**src/rtl/chime_scheduler.sv**
```systemverilog
// Buzzer arbiter: shares one tone generator between alarm, hourly chime and key beep.
// Priority alarm > chime > key; all outputs are registered from the next state.
module chime_scheduler #(
  parameter logic [19:0] CHIME_PERIOD    = 20'd191131,
  parameter logic [19:0] ALARM_PERIOD    = 20'd113636,
  parameter logic [19:0] KEY_PERIOD      = 20'd20000,
  parameter logic [23:0] KEY_CYCLES      = 24'd5000000,
  parameter logic [7:0]  ALARM_MAX_BEATS = 8'd60
) (
  input  logic        clk,
  input  logic        rst_n,
  input  logic        en,
  input  logic        beat_tick,
  input  logic [5:0]  hour,
  input  logic        chime_req,
  input  logic        alarm_req,
  input  logic        alarm_stop,
  input  logic        key_req,
  output logic [19:0] tone_period,
  output logic        tone_on,
  output logic        busy,
  output logic [1:0]  grant
);

  typedef enum logic [2:0] {
    IDLE,
    KEY,
    CHIME_ON,
    CHIME_OFF,
    ALARM_ON,
    ALARM_OFF
  } state_t;

  state_t      state, state_nx;
  logic [23:0] key_cnt, key_cnt_nx;
  logic [3:0]  strikes, strikes_nx;
  logic [7:0]  beat_cnt, beat_cnt_nx;
  logic [7:0]  beat_inc;
  logic        alarm_start;
  logic        chime_ok;
  logic [3:0]  chime_strikes;
  logic [19:0] period_nx;
  logic        on_nx;
  logic        busy_nx;
  logic [1:0]  grant_nx;

  // A simultaneous stop cancels the request, wherever it lands.
  assign alarm_start = alarm_req & ~alarm_stop;
  assign chime_ok    = chime_req & (hour <= 6'd23);
  assign beat_inc    = beat_cnt + 8'd1;

  always_comb begin
    chime_strikes = 4'(hour);
    if (hour == 6'd0 || hour == 6'd12)
      chime_strikes = 4'd12;
    else if (hour > 6'd12)
      chime_strikes = 4'(hour - 6'd12);
  end

  always_comb begin
    state_nx    = state;
    key_cnt_nx  = key_cnt;
    strikes_nx  = strikes;
    beat_cnt_nx = beat_cnt;

    if (!en) begin
      state_nx    = IDLE;
      key_cnt_nx  = '0;
      strikes_nx  = '0;
      beat_cnt_nx = '0;
    end else begin
      case (state)
        IDLE: begin
          if (alarm_start) begin
            state_nx    = ALARM_ON;
            beat_cnt_nx = '0;
          end else if (chime_ok) begin
            state_nx   = CHIME_ON;
            strikes_nx = chime_strikes;
          end else if (key_req) begin
            state_nx   = KEY;
            key_cnt_nx = '0;
          end
        end

        KEY: begin
          if (alarm_start) begin
            state_nx    = ALARM_ON;
            beat_cnt_nx = '0;
            key_cnt_nx  = '0;
          end else if (key_cnt >= KEY_CYCLES - 24'd1) begin
            state_nx   = IDLE;
            key_cnt_nx = '0;
          end else begin
            key_cnt_nx = key_cnt + 24'd1;
          end
        end

        CHIME_ON: begin
          if (alarm_start) begin
            state_nx    = ALARM_ON;
            beat_cnt_nx = '0;
            strikes_nx  = '0;
          end else if (beat_tick) begin
            state_nx = CHIME_OFF;
          end
        end

        CHIME_OFF: begin
          if (alarm_start) begin
            state_nx    = ALARM_ON;
            beat_cnt_nx = '0;
            strikes_nx  = '0;
          end else if (beat_tick) begin
            if (strikes <= 4'd1) begin
              state_nx   = IDLE;
              strikes_nx = '0;
            end else begin
              state_nx   = CHIME_ON;
              strikes_nx = strikes - 4'd1;
            end
          end
        end

        ALARM_ON, ALARM_OFF: begin
          if (alarm_stop) begin
            state_nx    = IDLE;
            beat_cnt_nx = '0;
          end else if (beat_tick) begin
            if (beat_inc >= ALARM_MAX_BEATS) begin
              state_nx    = IDLE;
              beat_cnt_nx = '0;
            end else begin
              beat_cnt_nx = beat_inc;
              state_nx    = (state == ALARM_ON) ? ALARM_OFF : ALARM_ON;
            end
          end
        end

        default: begin
          state_nx    = IDLE;
          key_cnt_nx  = '0;
          strikes_nx  = '0;
          beat_cnt_nx = '0;
        end
      endcase
    end

    period_nx = '0;
    on_nx     = 1'b0;
    busy_nx   = (state_nx != IDLE);
    grant_nx  = 2'b00;
    case (state_nx)
      KEY: begin
        period_nx = KEY_PERIOD;
        on_nx     = 1'b1;
        grant_nx  = 2'b01;
      end
      CHIME_ON: begin
        period_nx = CHIME_PERIOD;
        on_nx     = 1'b1;
        grant_nx  = 2'b10;
      end
      CHIME_OFF: grant_nx = 2'b10;
      ALARM_ON: begin
        period_nx = ALARM_PERIOD;
        on_nx     = 1'b1;
        grant_nx  = 2'b11;
      end
      ALARM_OFF: grant_nx = 2'b11;
      default: ;
    endcase
  end

  always_ff @(posedge clk or negedge rst_n) begin
    if (!rst_n) begin
      state       <= IDLE;
      key_cnt     <= '0;
      strikes     <= '0;
      beat_cnt    <= '0;
      tone_period <= '0;
      tone_on     <= 1'b0;
      busy        <= 1'b0;
      grant       <= 2'b00;
    end else begin
      state       <= state_nx;
      key_cnt     <= key_cnt_nx;
      strikes     <= strikes_nx;
      beat_cnt    <= beat_cnt_nx;
      tone_period <= period_nx;
      tone_on     <= on_nx;
      busy        <= busy_nx;
      grant       <= grant_nx;
    end
  end

endmodule

```
**config.mk**
```make
export PLATFORM = sky130hd
export DESIGN_NAME = chime_scheduler
export DESIGN_NICKNAME = d
export VERILOG_FILES = /design/src/rtl/chime_scheduler.sv
export SDC_FILE = /design/constraint.sdc
export NUM_CORES = 1
export LEC_CHECK = 0
export BUFFER_PORTS_ARGS = -buffer_cell sky130_fd_sc_hd__clkbuf_2
export CORE_MARGIN = 2
export CORE_UTILIZATION = 39
export CTS_CLUSTER_SIZE = 28
export DETAILED_ROUTE_END_ITERATION = 8
export GPL_ROUTABILITY_DRIVEN = 0
export GPL_TIMING_DRIVEN = 0
export SLEW_MARGIN = 20
export SYNTH_ARGS = -nofsm -noshare
export SYNTH_HDL_FRONTEND = slang
export SYNTH_SLANG_ARGS = --single-unit
```
**constraint.sdc**
```tcl
create_clock -name clk -period 6.27 [get_ports clk]
set_clock_uncertainty 0.05 [all_clocks]
set_input_delay 0.3135 -clock clk [delete_from_list [all_inputs] [get_ports clk]]
set_output_delay 0.3135 -clock clk [all_outputs]
set_load 0.02 [all_outputs]
```
# --- Yosys cells after proc, flatten, opt, wreduce, memory -nomap -nowiden ---
# Cells that the tools add are included.
totals:
  ff_bits: 63
  out_inout_bits: 24
  word_cells: 97
op_classes:
  reduce_logical: 14
  addsub: 4
  n_lt_le_gt_ge: 5
  n_eq_ne: 21
  n_mux: 42
  bitwise: 3
op_table:
  columns: ["op", "count"]
  rows:
  - ["24-bit two-way mux", 6]
  - ["24-bit one-hot mux with 3 select lines", 1]
  - ["18-bit one-hot mux with 3 select lines", 1]
  - ["8-bit two-way mux", 5]
  - ["3-bit two-way mux", 13]
  - ["4-bit two-way mux", 9]
  - ["24-bit by 1-bit adder with 24-bit output, second input constant", 1]
  - ["24-bit by 23-bit greater-or-equal comparator with 1-bit output, second input constant", 1]
  - ["4-bit one-hot mux with 4 select lines", 1]
  - ["8-bit one-hot mux with 2 select lines", 1]
  - ["3-bit != test, second input constant", 5]
  - ["3-bit one-hot mux with 5 select lines", 1]
  - ["3-bit by 2-bit == test with 1-bit output, second input constant", 4]
  - ["3-bit == test, second input constant", 4]
  - ["8-bit by 1-bit adder with 8-bit output, second input constant", 1]
  - ["8-bit by 6-bit greater-or-equal comparator with 1-bit output, second input constant", 1]
  - ["4-bit != test, second input constant", 2]
  - ["4-bit OR reduction", 2]
  - ["3-bit by 1-bit == test with 1-bit output, second input constant", 2]
  - ["6-bit by 4-bit == test with 1-bit output, second input constant", 1]
  - ["6-bit by 4-bit greater-than comparator with 1-bit output, second input constant", 1]
  - ["6-bit by 5-bit less-or-equal comparator with 1-bit output, second input constant", 1]
  - ["6-bit logical NOT", 1]
  - ["2-bit one-hot mux with 3 select lines", 1]
  - ["other kinds (17)", 23]

# --- Logic depth before layout (Yosys ltp) ---
# Gate-level depths: netlist of run 1.
depth:
  word_depth: 10
  depth_mapped: 9

# --- Worst setup path after synthesis of run 1 ---
# Ideal clock, no wire load.
synth_path:
  path_type: "register to register"
  startpoint: "register beat_cnt[0]"
  endpoint: "register beat_cnt[4]"
  path_slack_ns: 4.169
  period_less_slack_ns: 2.101
  required_ns: 6.154
  setup_ns: 0.066
  stages_incl_launch_ff: 9
  n_path_buf: 1
  t_arrival_ns: 1.985
  path_cell_list: "dfrtp_1 ha_1 clkbuf_1 and3_1 and3_1 o21ai_1 a2111o_1 o31ai_1 o31a_1"
synth_between:
  elab_chain_cells: 7
synth_rtl:
  columns: ["element", "line_no", "text"]
  rows:
  - ["start, declared", "37", "logic [7:0] beat_cnt, beat_cnt_nx;"]
  - ["start signal, assigned", "189", "beat_cnt <= beat_cnt_nx;"]
  - ["8-bit by 1-bit adder with 8-bit output *", "50", "assign beat_inc = beat_cnt + 8'd1;"]
  - ["8-bit by 6-bit greater-or-equal comparator with 1-bit output", "130", "if (beat_inc >= ALARM_MAX_BEATS) begin"]
  - ["8-bit two-way mux *", "130", null]
  - ["8-bit two-way mux *", "129", "end else if (beat_tick) begin"]
  - ["8-bit two-way mux *", "126", "if (alarm_stop) begin"]
  - ["8-bit one-hot mux with 2 select lines *", "72", "case (state)"]
  - ["8-bit two-way mux *", "66", "if (!en) begin"]
# Mark *: on every way between the ends. The rest lies on a longest branch, timed or not. The select of a mux whose other input is x is not followed.
# A chain may end at the register's enable or synchronous reset.

# --- Final worst setup path of run 1 ---
layout_path:
  startpoint: "register beat_cnt[0]"
  endpoint: "register state[0]"
layout_between:
  elab_chain_cells: 7
layout_rtl:
  columns: ["element", "line_no", "text"]
  rows:
  - ["8-bit by 1-bit adder with 8-bit output", "50", null]
  - ["8-bit by 6-bit greater-or-equal comparator with 1-bit output", "130", null]
  - ["3-bit two-way mux", "130", null]
  - ["3-bit two-way mux", "129", null]
  - ["3-bit two-way mux", "126", null]
  - ["3-bit one-hot mux with 5 select lines", "72", null]
  - ["3-bit two-way mux", "66", null]
  - ["net state_nx[0]", "34", "state_t state, state_nx;"]
  - ["end signal, assigned", "186", "state <= state_nx;"]
  - ["end, declared", "34", null]
# The timed path passes the listed nets, and every way through them passes these cells.

==> results of run 1 <==
## path summary, 6_finish.rpt
check                                         from                      end  slack (ns)
setup / recovery           beat_cnt[0]$_DFFE_PN0P_       state[0]$_DFF_PN0_        3.80
hold / removal                               rst_n  beat_cnt[5]$_DFFE_PN0P_       0.008
setup reg to reg           beat_cnt[0]$_DFFE_PN0P_       state[0]$_DFF_PN0_        3.80
hold reg to reg            beat_cnt[5]$_DFFE_PN0P_  beat_cnt[5]$_DFFE_PN0P_        0.50
max in group asynchronous                    rst_n   key_cnt[0]$_DFFE_PN0P_        5.73
min in group clk                                en       state[0]$_DFF_PN0_        0.29
## layout make-up
class,instances,share of cell area
clock inverters,3,0.0135
well taps,102,0.0371
flip-flops and latches,49,0.357
clock buffers,5,0.0200
plain buffers,24,0.0477
multi-input cells,244,0.454
repair buffers,35,0.0517
inverters,18,0.0197
## report_power, final
group | switching (mW) | internal (mW) | leakage [nW]
Combinational | 0.0929 | 0.0573 | 0.880
Clock | 0.112 | 0.120 | 0.0543
Sequential | 0.00794 | 0.330 | 0.673
Total | 0.212 | 0.507 | 1.61
## sequential cells by signal, summed over array words and instances, names as in the netlist
signal,count
key_cnt,24
beat_cnt,8
tone_period,7
strikes,4
state,3
grant,2
busy,1
## synthesized netlist by cell type, types with 2 or more instances
master,instances
a211o_1,2
a21o_1,5
a21oi_1,11
a221o_1,4
a22o_1,3
a2bb2oi_1,2
a31oi_1,2
and2_1,7
and3_1,10
buf_2,2
buf_4,15
buf_6,2
clkbuf_1,4
dfrtp_1,49
ha_1,7
inv_1,18
nand2_1,25
nand2b_1,4
nand3_1,16
nand4_1,14
nor2_1,33
nor2b_1,3
nor3_1,5
nor3b_1,2
nor4bb_1,3
o2111ai_1,2
o211ai_1,3
o21a_1,4
o21ai_0,20
o21ai_1,3
o21bai_1,3
o31a_1,2
o31ai_1,4
or3_1,2
xnor2_1,2
xor2_1,11
## layer usage
metal | GRT usage | routed length (microns) | vias up
li1 | - | - | 1284
met1 | 0.214 | 3090 | 1219
met2 | 0.259 | 2920 | 54
met3 | 0.0230 | 242 | 4
met4 | 0.0410 | 58 | 0
met5 | 0 | 0 | -
## critical path, cell delays in order, from the launching register on
cell and delay (ns):
dfrtp_1 0.43, ha_1 0.22, clkbuf_1 0.20, and3_1 0.27
and3_1 0.18, o21ai_1 0.17, a2bb2oi_1 0.38, o21bai_1 0.25
and2_1 0.21
## cells by family after synthesis
logic type | synth area share
fa+ha+maj | 0.0291
flops | 0.407
buf+inv | 0.0768
xor+xnor | 0.0378
mux | 0.00706
compound gates | 0.208
other cells | 0.00124
simple gates | 0.233
==> out/metrics.csv, run 1 <==
metric;value;unit
drt pass-1 iters;4;
total setup buffers inserted after CTS;0;
Yosys cell types;66;
first-pass GRT wire length;10.9;mm
post-detail-place hpwl;4.58;mm
total grt overflow;0;
minimum clock period after layout;2.47;ns
Num CTS Buffers;5;
via/cell ratio;5.34;
CP Launch Type;flop;
Avg Cell Area, Syn;9.02;sq um
io pins;38;
CTS tree;done;
commonest non-fill, non-tap cell in the layout;dfrtp_1;
wirelength, routed;6.31;mm
Area Overhead vs Synth;14.1;%
Clock Tree Root;clkbuf_8;
Post-CTS Resized;0;
final setup vio count;0;
Slew Limit Fails;0;
die width;91.9;microns
Die Y;91.9;microns
Least-Margin Pin Slew;0.964;ns
Rows;32;
synth top area cells;dfrtp_1 (41%), nor2_1 (4.1%), buf_4 (3.7%);
Data required, critical path;6.42;ns
Synth Instances;334;
cts hold-fix bufs;0;
TNS Setup;0;ns
Hold Crit Class;in2async;
die footprint;8440;sq um
crit path kind;reg2reg;
RSZ-0062 raised after global routing;no;
final hold slack;0.00822;ns
PnR worst setup slack;3.80;ns
critical path arrival;2.62;ns
post-layout instance area;3440;sq um
Static Leak;1.61;nW
CTS sink count;49;
fin cells;480;
Crit Path Max Fanout;10;
largest net degree at the start of global routing;50;
final worst-path cycle share;0.394;
DRC viols;0;
status;complete, no violations;
most frequent cells in the layout;dfrtp_1 (49), clkbuf_2 (34), nor2_1 (33), nand2_1 (25), o21ai_0 (20);
Syn Std Cell Area;3010;sq um
Synth area leader;dfrtp_1;
clk buf depth;2;
placed insts;472;
DRT antenna net count;0;
clk_lat worst skew;0.30;ns
sequential fraction of the synthesis area;0.407;
core box area;7610;sq um
endpoints failing hold;0;
nets;398;
vias in the first global route;2323;
Reg clk slew, reported paths;0.09;ns
fillers;765;
H-tree Lvls;2;
Iteration-0 DRC Markers;158;
antenna cells;0;
Peak VDD IR;0.000143;V
crit end category;flop;
WL per Instance;13.1;microns
layout cells sized above 1;0.190;
via count;2561;
Post-Place Setup Slack;3.86;ns
multi-input combinational cell area;1560;sq um
EDFF count, synth;0;
GRT Overall Usage;0.156;
Cell Area, Placed;3320;sq um
Synth Flop Type;dfrtp_1;
total power;0.719;mW
MaxCap Viol Count;0;
register bit count reported by yosys;49;
Initial Util;0.396;
top-area cell type share of the netlist area;0.407;
r2r worst-path depth;8;
slew margin rel.;0.351;
initial antenna violation count;0;
Final Core Density;0.452;
ys async rst share;1.00;
Cell Pwr Density;209;nW/um^2
Port Buffers;35;
FMAX;0.405;GHz
YS warnings;0;
FF+latch area;1230;sq um
Note: power is estimated with default switching activity, not from simulation.
==> run 2: changes to the inputs <==
- ABC_AREA: not set -> 1
- clock period: 6.27 -> 2.54 ns (I/O delays scaled with it)
==> out/metrics.csv, run 2 <==
metric;value;unit;change
R2R Path Start;beat_cnt[0]$_DFFE_PN0P_;;
clk buf depth;2;;unchanged
status;complete, no violations;;
io pins;38;;unchanged
critical path arrival;2.15;ns;-0.47 ns
total setup buffers inserted after CTS;0;;unchanged
DRT antenna net count;0;;unchanged
post-detail-place hpwl;5.27;mm;+15%
minimum clock period after layout;2.00;ns;-0.463 ns
M1 WL;3.24;mm;+4.8%
Slowest cell on crit path;dfrtp_1;;
initial antenna violation count;0;;unchanged
top-area cell type share of the netlist area;0.386;;-0.0207
vias in the first global route;2665;;+15%
synth top area cells;dfrtp_1 (39%), nand2_1 (11%), nor2_1 (6.3%);;
cell repeated most along the worst path;nand3_1;;
Reg clk slew, reported paths;0.10;ns;about the same
DR WL met3;226;microns;-6.6%
H-tree Lvls;2;;unchanged
top flop regs;key_cnt: 24 flops, beat_cnt: 8 flops, tone_period: 7 flops;;
Synth Instances;422;;+26%
antenna cells;0;;unchanged
YS warnings;0;;unchanged
FMAX;0.499;GHz;+23%
Peak VDD IR;0.000271;V;+90%
total grt overflow;0;;unchanged
CP Launch Type;flop;;
Area Overhead vs Synth;13.8;%;
Hold Crit Class;in2reg;;
final setup vio count;0;;unchanged
EDFF count, synth;0;;unchanged
layout cells sized above 1;0.206;;+0.0151
Die Y;94.2;microns;+2.5%
via count;2785;;+8.7%
Least-Margin Pin Slew;0.679;ns;-0.285 ns
sequential fraction of the synthesis area;0.386;;-0.0207
register bit count reported by yosys;49;;unchanged
final hold slack;0.171;ns;+0.163 ns
Synth area leader;dfrtp_1;;
clk_lat worst skew;0.31;ns;about the same
largest net degree at the start of global routing;50;;unchanged
Initial Util;0.407;;+0.0105
Port Buffers;35;;unchanged
Largest register FFs;24;;unchanged
DRC viols;0;;unchanged
Commonest cells post-synth;nand2_1 (90), nor2_1 (53), dfrtp_1 (49), inv_1 (48), nand3_1 (26);;
Yosys cell types;45;;-32%
RSZ-0062 raised after global routing;no;;
switching portion of total power;0.315;;+0.0192
CTS tree;done;;
drt pass-1 iters;4;;unchanged
Comb pwr share;0.227;;+0.018
Clock Tree Root;clkbuf_8;;
wirelength, routed;6.93;mm;+9.7%
NetSw;0.591;mW;+180%
clock power share;0.321;;about the same
crit path kind;reg2reg;;
endpoints failing hold;0;;unchanged
WL per Instance;12.2;microns;-7.4%
nets;487;;+22%
Syn Std Cell Area;3170;sq um;+5.4%
Post-CTS Resized;0;;unchanged
TNS Setup;0;ns;unchanged
Top Metal Used;met4;;
worst-path cell chain;ha_1 > or2_2 > nand3_1 > nor2_1 > nand3_1 > nand3_2 > nand3_1 > nand2_1 > inv_1 > nor2_4 > nand2_2 > nand2_1;;
Data required, critical path;2.69;ns;-3.73 ns
Met2 Routed Length;3.38;mm;+16%
total power;1.88;mW;+160%
Static Leak;1.78;nW;+11%
Avg Cell Area, Syn;7.52;sq um;-17%
most frequent cells in the layout;nand2_1 (90), nor2_1 (53), dfrtp_1 (49), inv_1 (48), clkbuf_2 (34);;
slew margin rel.;0.547;;+0.196
crit path from;beat_cnt[0]$_DFFE_PN0P_;;
Num CTS Buffers;5;;unchanged
Iteration-0 DRC Markers;97;;-39%
fillers;759;;-0.78%
ys async rst share;1.00;;unchanged
Synth Flop Type;dfrtp_1;;
first-pass GRT wire length;12.1;mm;+10%
die footprint;8880;sq um;+5.1%
Hold Startpoint;hour[0];;
Slew Limit Fails;0;;unchanged
internal power;1.29;mW;+150%
largest reg by FF count;key_cnt;;
commonest non-fill, non-tap cell in the layout;nand2_1;;
Rows;32;;unchanged
core box area;7810;sq um;+2.6%
crit end category;flop;;
GRT Overall Usage;0.167;;+0.0114
die width;94.2;microns;+2.5%
most numerous cell in the Yosys netlist;nand2_1;;
Cell Pwr Density;520;nW/um^2;+150%
via/cell ratio;4.89;;-8.3%
crit-path max cell delay;0.43;ns;about the same
CTS sink count;49;;unchanged
MaxCap Viol Count;0;;unchanged
final worst-path cycle share;0.789;;+0.395
Crit Path Max Fanout;5;;-5
sequential share of power;0.452;;-0.018
[run 2: cell types whose count changed in the layout (fill, tap and decap cells not counted), sizes merged, moves of 7 or more]
cell   before  now
nand3      16   29
nand2      25   99
inv        18   57
nand4      14    5
and3       10    2
nor2       34   61
and2        7    0
a21oi      12   20
nor3        6   17
[run 2: final cells by class]
class,instances,area (sq um),share of cell area
Buffer,18,138,0.0381
Clock buffer,6,82.6,0.0229
Timing Repair Buffer,36,188,0.0519
Sequential cell,49,1230,0.339
Multi-Input combinational cell,299,1600,0.442
Inverter,57,216,0.0599
Tap cell,102,128,0.0353
Clock inverter,2,37.5,0.0104
[run 2: kinds of logic after synthesis]
group | after synthesis | synth area share
buffers and inverters | 75 | 0.112
xor gates and xnor gates | 10 | 0.0276
muxes | 1 | 0.00315
other | 1 | 0.00118
and+or+nand+nor | 221 | 0.329
adders and majority gates | 7 | 0.0276
AOI/OAI and AO/OA | 58 | 0.114
DFF | 49 | 0.386
[run 2: final timing paths]
path	endpoint	slack [ns]	depth (start not counted)
worst max-delay path	tone_period[11]$_DFF_PN0_	0.54	12
worst min-delay path	strikes[0]$_DFFE_PN0P_	0.17	5
worst max register to register	tone_period[11]$_DFF_PN0_	0.54	12
worst min register to register	key_cnt[0]$_DFFE_PN0P_	0.47	1
max in group asynchronous	state[0]$_DFF_PN0_	1.63	2
min in group asynchronous	key_cnt[5]$_DFFE_PN0P_	0.35	2
[run 2: per-stage QoR]
stage	worst slack [ns]	cell area, sq um	util	std cells
floorplan	0.730	3180	-	423
global placement	0.543	3480	0.446	560
detailed placement	0.529	3480	0.446	560
CTS	0.513	3610	0.463	569
global route	0.298	3610	0.463	569
finish	0.536	3610	0.463	569
[run 2: routing by layer]
metal / vias up / global-route usage
li1: 1443 / -
met1: 1283 / 0.219
met2: 51 / 0.285
met3: 8 / 0.0289
met4: 0 / 0.0447
met5: - / 0
[run 2: repair_timing]
action | 4_1_cts | 5_1_grt
endpoints found under the hold margin | 49 | 0
hold buffers | 1 | 0
endpoints found under the setup margin | 0 | 0
[run 2: power by group through the flow]
| stage | clock, mW | combinational [mW] | sequential, mW |
|---|---|---|---|
| 5_1_grt | 0.643 | 0.478 | 0.855 |
| 4_1_cts | 0.616 | 0.433 | 0.849 |
| 6_report | 0.603 | 0.426 | 0.849 |
| 2_1_floorplan | 0 | 0.273 | 0.885 |
| 3_3_place_gp | 0 | 0.422 | 0.864 |
| 3_5_place_dp | 0 | 0.430 | 0.865 |
[run 2: critical path: cells and delay by family (launching register included)]
family                   cells  cell delay [ns]
adder cells (fa/ha/maj)      1             0.24
buffers and inverters        1             0.14
flip-flops                   1             0.43
AND/OR/NAND/NOR             10             1.04
